**src/rtl/hex_rotate_sequencer_if.sv**
```systemverilog
// Bus between the HEX rotation sequencer and whatever drives it.
// Control inputs from the driver:
//   RUN (auto-rotate level), DIR (0 = increment, 1 = decrement),
//   STEP (manual step level), LOAD (load strobe), LOAD_VAL[1:0].
// Outputs from the sequencer:
//   OFFSET[1:0], CODE3..CODE0[1:0] (per-digit char codes),
//   TICK (one-cycle change pulse), RUNNING (FSM in RUN).
interface hex_rotate_sequencer_if;
  logic       RUN;
  logic       DIR;
  logic       STEP;
  logic       LOAD;
  logic [1:0] LOAD_VAL;
  logic [1:0] OFFSET;
  logic [1:0] CODE3;
  logic [1:0] CODE2;
  logic [1:0] CODE1;
  logic [1:0] CODE0;
  logic       TICK;
  logic       RUNNING;

  modport master (
    output RUN, DIR, STEP, LOAD, LOAD_VAL,
    input  OFFSET, CODE3, CODE2, CODE1, CODE0, TICK, RUNNING
  );

  modport slave (
    input  RUN, DIR, STEP, LOAD, LOAD_VAL,
    output OFFSET, CODE3, CODE2, CODE1, CODE0, TICK, RUNNING
  );
endinterface

```
**src/rtl/hex_rotate_sequencer.sv**
```systemverilog
// Rotation-offset sequencer for the 4-digit HEX character rotation path.
// Advances a 2-bit offset on a prescaled timer (RUN state), on a rising
// edge of STEP, or loads it directly; drives per-digit char codes.
// Ports:
//   CLOCK_50 - system clock (rising edge)
//   RESET    - synchronous active-high reset
//   bus      - hex_rotate_sequencer_if.slave (controls in, offset/codes/status out)
module hex_rotate_sequencer #(
  parameter int unsigned PRESCALE = 50000000,
  parameter int unsigned CNT_W    = 26
) (
  input  logic                   CLOCK_50,
  input  logic                   RESET,
  hex_rotate_sequencer_if.slave  bus
);

  localparam logic [CNT_W-1:0] CNT_LAST = CNT_W'(PRESCALE - 1);

  typedef enum logic {
    ST_HOLD = 1'b0,
    ST_RUN  = 1'b1
  } state_e;

  state_e           state_q, state_d;
  logic [CNT_W-1:0] cnt_q, cnt_d;
  logic [1:0]       offset_q, offset_d;
  logic             step_q;
  logic             tick_q, tick_d;
  logic             step_req_c;
  logic             wrap_c;

  // FSM state register
  always_ff @(posedge CLOCK_50) begin
    if (RESET) state_q <= ST_HOLD;
    else       state_q <= state_d;
  end

  // Next-state: RUN level selects the state directly
  always_comb begin
    state_d = state_q;
    if (bus.RUN) state_d = ST_RUN;
    else         state_d = ST_HOLD;
  end

  // Prescaler / offset / tick next values
  always_comb begin
    cnt_d      = cnt_q;
    offset_d   = offset_q;
    step_req_c = bus.STEP & ~step_q;
    // Counter only runs while staying in RUN; leaving RUN freezes it
    wrap_c     = (state_q == ST_RUN) && bus.RUN && (cnt_q == CNT_LAST);

    if (state_q == ST_RUN && bus.RUN) begin
      cnt_d = wrap_c ? '0 : cnt_q + CNT_W'(1);
    end else if (state_q == ST_HOLD && bus.RUN) begin
      cnt_d = '0;
    end

    // LOAD beats step, step beats wrap; step and wrap together give one advance
    if (bus.LOAD) begin
      offset_d = bus.LOAD_VAL;
      cnt_d    = '0;
    end else if (step_req_c || wrap_c) begin
      offset_d = bus.DIR ? offset_q - 2'd1 : offset_q + 2'd1;
      if (step_req_c && state_q == ST_RUN) cnt_d = '0;
    end

    tick_d = (offset_d != offset_q);
  end

  // Datapath registers
  always_ff @(posedge CLOCK_50) begin
    if (RESET) begin
      cnt_q    <= '0;
      offset_q <= 2'd0;
      step_q   <= 1'b0;
      tick_q   <= 1'b0;
    end else begin
      cnt_q    <= cnt_d;
      offset_q <= offset_d;
      step_q   <= bus.STEP;
      tick_q   <= tick_d;
    end
  end

  // Codes are decoded from the registered offset only
  assign bus.OFFSET  = offset_q;
  assign bus.CODE3   = offset_q;
  assign bus.CODE2   = offset_q + 2'd1;
  assign bus.CODE1   = offset_q + 2'd2;
  assign bus.CODE0   = offset_q + 2'd3;
  assign bus.TICK    = tick_q;
  assign bus.RUNNING = (state_q == ST_RUN);

endmodule

```
**src/flat_wrapper.sv**
```systemverilog
// flat-port wrapper written by rule: the top's interface ports become plain ports
module hex_rotate_sequencer_flat 
#(
  parameter int unsigned PRESCALE = 50000000,
  parameter int unsigned CNT_W    = 26
)
  (CLOCK_50, RESET, bus_RUN, bus_DIR, bus_STEP, bus_LOAD, bus_LOAD_VAL, bus_OFFSET, bus_CODE3, bus_CODE2, bus_CODE1, bus_CODE0, bus_TICK, bus_RUNNING);
  hex_rotate_sequencer_if bus_i ();
  input  logic CLOCK_50;
  input  logic RESET;
  input wire logic [$bits(bus_i.RUN)-1:0] bus_RUN;
  input wire logic [$bits(bus_i.DIR)-1:0] bus_DIR;
  input wire logic [$bits(bus_i.STEP)-1:0] bus_STEP;
  input wire logic [$bits(bus_i.LOAD)-1:0] bus_LOAD;
  input wire logic [$bits(bus_i.LOAD_VAL)-1:0] bus_LOAD_VAL;
  output wire logic [$bits(bus_i.OFFSET)-1:0] bus_OFFSET;
  output wire logic [$bits(bus_i.CODE3)-1:0] bus_CODE3;
  output wire logic [$bits(bus_i.CODE2)-1:0] bus_CODE2;
  output wire logic [$bits(bus_i.CODE1)-1:0] bus_CODE1;
  output wire logic [$bits(bus_i.CODE0)-1:0] bus_CODE0;
  output wire logic [$bits(bus_i.TICK)-1:0] bus_TICK;
  output wire logic [$bits(bus_i.RUNNING)-1:0] bus_RUNNING;
  assign bus_i.RUN = bus_RUN;
  assign bus_i.DIR = bus_DIR;
  assign bus_i.STEP = bus_STEP;
  assign bus_i.LOAD = bus_LOAD;
  assign bus_i.LOAD_VAL = bus_LOAD_VAL;
  assign bus_OFFSET = bus_i.OFFSET;
  assign bus_CODE3 = bus_i.CODE3;
  assign bus_CODE2 = bus_i.CODE2;
  assign bus_CODE1 = bus_i.CODE1;
  assign bus_CODE0 = bus_i.CODE0;
  assign bus_TICK = bus_i.TICK;
  assign bus_RUNNING = bus_i.RUNNING;
  hex_rotate_sequencer #(.PRESCALE(PRESCALE), .CNT_W(CNT_W)) u_core (.CLOCK_50(CLOCK_50), .RESET(RESET), .bus(bus_i));
endmodule
```
**config.mk**
```make
export PLATFORM = sky130hd
export DESIGN_NAME = hex_rotate_sequencer_flat
export DESIGN_NICKNAME = d
export VERILOG_FILES = /design/src/rtl/hex_rotate_sequencer_if.sv /design/src/rtl/hex_rotate_sequencer.sv /design/src/flat_wrapper.sv
export SDC_FILE = /design/constraint.sdc
export NUM_CORES = 1
export LEC_CHECK = 0
export CAP_MARGIN = 25
export CORE_UTILIZATION = 46
export CTS_CLUSTER_DIAMETER = 150
export CTS_CLUSTER_SIZE = 8
export DETAILED_ROUTE_END_ITERATION = 12
export GPL_TIMING_DRIVEN = 0
export HOLD_SLACK_MARGIN = 0.08
export PLACE_DENSITY = 0.78
export SETUP_SLACK_MARGIN = 0.2
export SLEW_MARGIN = 20
export SYNTH_ARGS = -nofsm -noshare
export SYNTH_HDL_FRONTEND = slang
export SYNTH_SLANG_ARGS = --single-unit
```
**constraint.sdc**
```tcl
create_clock -name CLOCK_50 -period 4.1 [get_ports CLOCK_50]
set_input_delay 0.41 -clock CLOCK_50 [delete_from_list [all_inputs] [get_ports CLOCK_50]]
set_output_delay 0.41 -clock CLOCK_50 [all_outputs]
set_load 0.1 [all_outputs]
```
==> results.toml <==
[floorplan]
fp.dieW_um = 63.38
pin_count = 20
core_area_um2 = 3468
rows = 21
chipHeight_um = 63.38
start_util_pct = 49.96
dieArea_um2 = 4016

[yosys]
synth-main-ff-cell = "dfxtp_1"
synth_compound_gate_area_share_pct = 17.26
synth-seq-area-share_pct = 35.81
syn_inst = 217
ys_top_cells_by_area = "dfxtp_1, nand3_1, nand2_1, o311ai_1, a21oi_1"
synth_top_family_by_area = "simple AND/OR/NAND/NOR gates"
synth_seq_cells = 31
yosys.area_share.simple_pct = 35.88
yosys.area.top_type = "dfxtp_1"
synth_xor_area_share_pct = 2.527
ys_top_cells_by_count = "nand2_1, dfxtp_1, nand3_1, a21oi_1, o311ai_1"
synth_cell_types = 39
synthArstFlopShare_pct = 0
synth_nets = 226
yosysMostFrequentCell = "nand2_1"
synth_edf_count = 0
synthMuxAreaShare_pct = 1.227
syn_area_um2 = 1733
synth_adder_area_share_pct = 0.7220
synth_top_area_share_pct = 35.81
avgSynthCellArea_um2 = 7.986
yosysWarnings = 0

[cts]
cts-root-buf = "clkbuf_8"
cts_max_path_buffers = 2
clock-sinks = 31
htree_levels = 2
clk_latency_ns = 0.28
ctsHoldBuffers = 0
ctsResizeCount = 0
numCtsBuffers = 5
postCtsSetupBuffers = 0
cts_tree = "built"
clk_pin_slew_ns = 0.06

[finish]
area_growth_pct = 18.34
insertedDiodeCount = 0
nNetsFinal = 251
final_cells = 287
stdcell_area_um2 = 2051
layout-drive-gt1-share_pct = 9.129
nFillCells = 329
post-route-util_pct = 59.13

[power_and_ir_drop]
irDropWorstVdd_mv = 0.2194
p_per_area_nw_per_um2 = 327.4
power.total_mw = 0.6714
p_leak_nw = 0.6790

[grt]
grt_pass1_vias = 1463
antenna_found_initial = 0
grt_overflow_total = 0
grt_usage_pct = 21.27
grt_max_degree = 11
grt_pass1_wl_um = 6727

[timing]
post-route-period-util_pct = 66.13
slew_viol_final = 0
hold_violations = 0
holdWs_ns = 0.4965
period_minus_slack_ns = 2.711
setup_violations = 0
final.setup.tns_ns = 0
skew_ns = 0.006919
worst_slack_ns = 1.389
slew_headroom_pct = 34.82
fmax_ghz = 0.3688
worstMarginPinSlew_ns = 0.9746
rsz0062_at_grt = "false"

[placement]
gp_congestion = 0.7985
dpl-instance-area_um2 = 1978
portBuffers = 18
placed_cells = 281
pre_cts_ws_ns = 1.542
hpwl_um = 2742

[drt]
routed_wl_um = 3899
detail-route-antenna-nets = 0
post-route-drc-count = 0
dr.pass1.iters = 4
drt_iter0_drc = 69
wl_per_cell_um = 13.59
via_per_inst = 5.836
vias = 1675

[run]
drv_cap = 0

[critical_path]
path_class = "reg2out"
critPathLaunchType = "register"
critPathArrivalTime_ns = 2.30
required_ns = 3.69
path_cells = "clkbuf_1 > xor2_2 > clkdlybuf4s50_1"
critical_path.max_stage_delay_ns = 1.15
cp_top_family = "buffers and inverters"
path_buf_inv = 2
end_kind = "primary output"
timing.critical_path.slowest_stage_cell = "clkdlybuf4s50_1"
critPathMaxFanout = 6

[status]
status = "completed"

[hold_path]
min-delay-path-class = "reg2reg"
layout make-up:
class	count	area, um2	share of cell area, %
inverter	8	30.03	1.464
tap	46	57.56	2.807
multi-input combinational	165	1006	49.05
buffer	13	83.83	4.088
clock buffer	6	72.57	3.539
timing repair buffer	18	180.2	8.786
sequential	31	620.6	30.26
cells by family (layout without fill, tap and decap cells):
family,after synthesis,in the layout
and+or+nand+nor,115,115
AOI/OAI and AO/OA,42,42
DFF,31,31
buffers and inverters,21,45
xor gates and xnor gates,5,5
muxes,2,2
adders and majority gates,1,1
worst min-delay path, stage by stage, from the launching register on:
cell     delay, ns
dfxtp_1       0.33
nand2_1       0.06
o21ai_0       0.06
state kept, by name (all words and copies together) (netlist names):
signal,flops
u_core.bus.TICK,1
u_core.bus.RUNNING,1
u_core.step_q,1
u_core.cnt_q,26
u_core.bus.CODE3,2
final timing paths:
kind | startpoint | to | slack, ns | depth (start not counted)
worst max-delay path | u_core.bus.CODE3[0]$_SDFF_PP0_ | bus_CODE2[1] | 1.39 | 3
worst min-delay path | u_core.cnt_q[4]$_SDFF_PP0_ | u_core.cnt_q[4]$_SDFF_PP0_ | 0.50 | 2
worst max register to register | u_core.cnt_q[0]$_SDFF_PP0_ | u_core.cnt_q[22]$_SDFF_PP0_ | 1.90 | 6
worst min register to register | u_core.cnt_q[4]$_SDFF_PP0_ | u_core.cnt_q[4]$_SDFF_PP0_ | 0.50 | 2
layout by cell type (no fill, tap or decap), drive strengths merged, types with 3 or more instances in the layout:
| cell type | Yosys | routed |
|---|---|---|
| clkdlybuf4s50 | 0 | 18 |
| nand4 | 10 | 10 |
| a21oi | 15 | 15 |
| nand2 | 32 | 32 |
| nor2 | 11 | 11 |
| inv | 8 | 8 |
| or4 | 3 | 3 |
| nor3 | 5 | 5 |
| nor4 | 6 | 6 |
| o21ai | 4 | 4 |
| buf | 8 | 8 |
| xor2 | 5 | 5 |
| a211o | 3 | 3 |
| nor2b | 6 | 6 |
| clkbuf | 5 | 11 |
| nand3 | 27 | 27 |
| dfxtp | 31 | 31 |
| and3 | 5 | 5 |
| o311ai | 13 | 13 |
| or3 | 3 | 3 |
per-layer routing:
layer,vias up,GRT usage [%],routed length [um]
li1,855,-,-
met1,768,28.33,1915
met2,45,32.31,1717
met3,7,4.891,209
met4,0,9.659,56
met5,-,0,0
where the power goes:
group / switching [mW] / leakage, nW / internal [mW]
logic: 0.107 / 0.391 / 0.0385
registers: 0.00425 / 0.251 / 0.305
clock network: 0.103 / 0.0371 / 0.113
(Power assumes the default switching activity.)
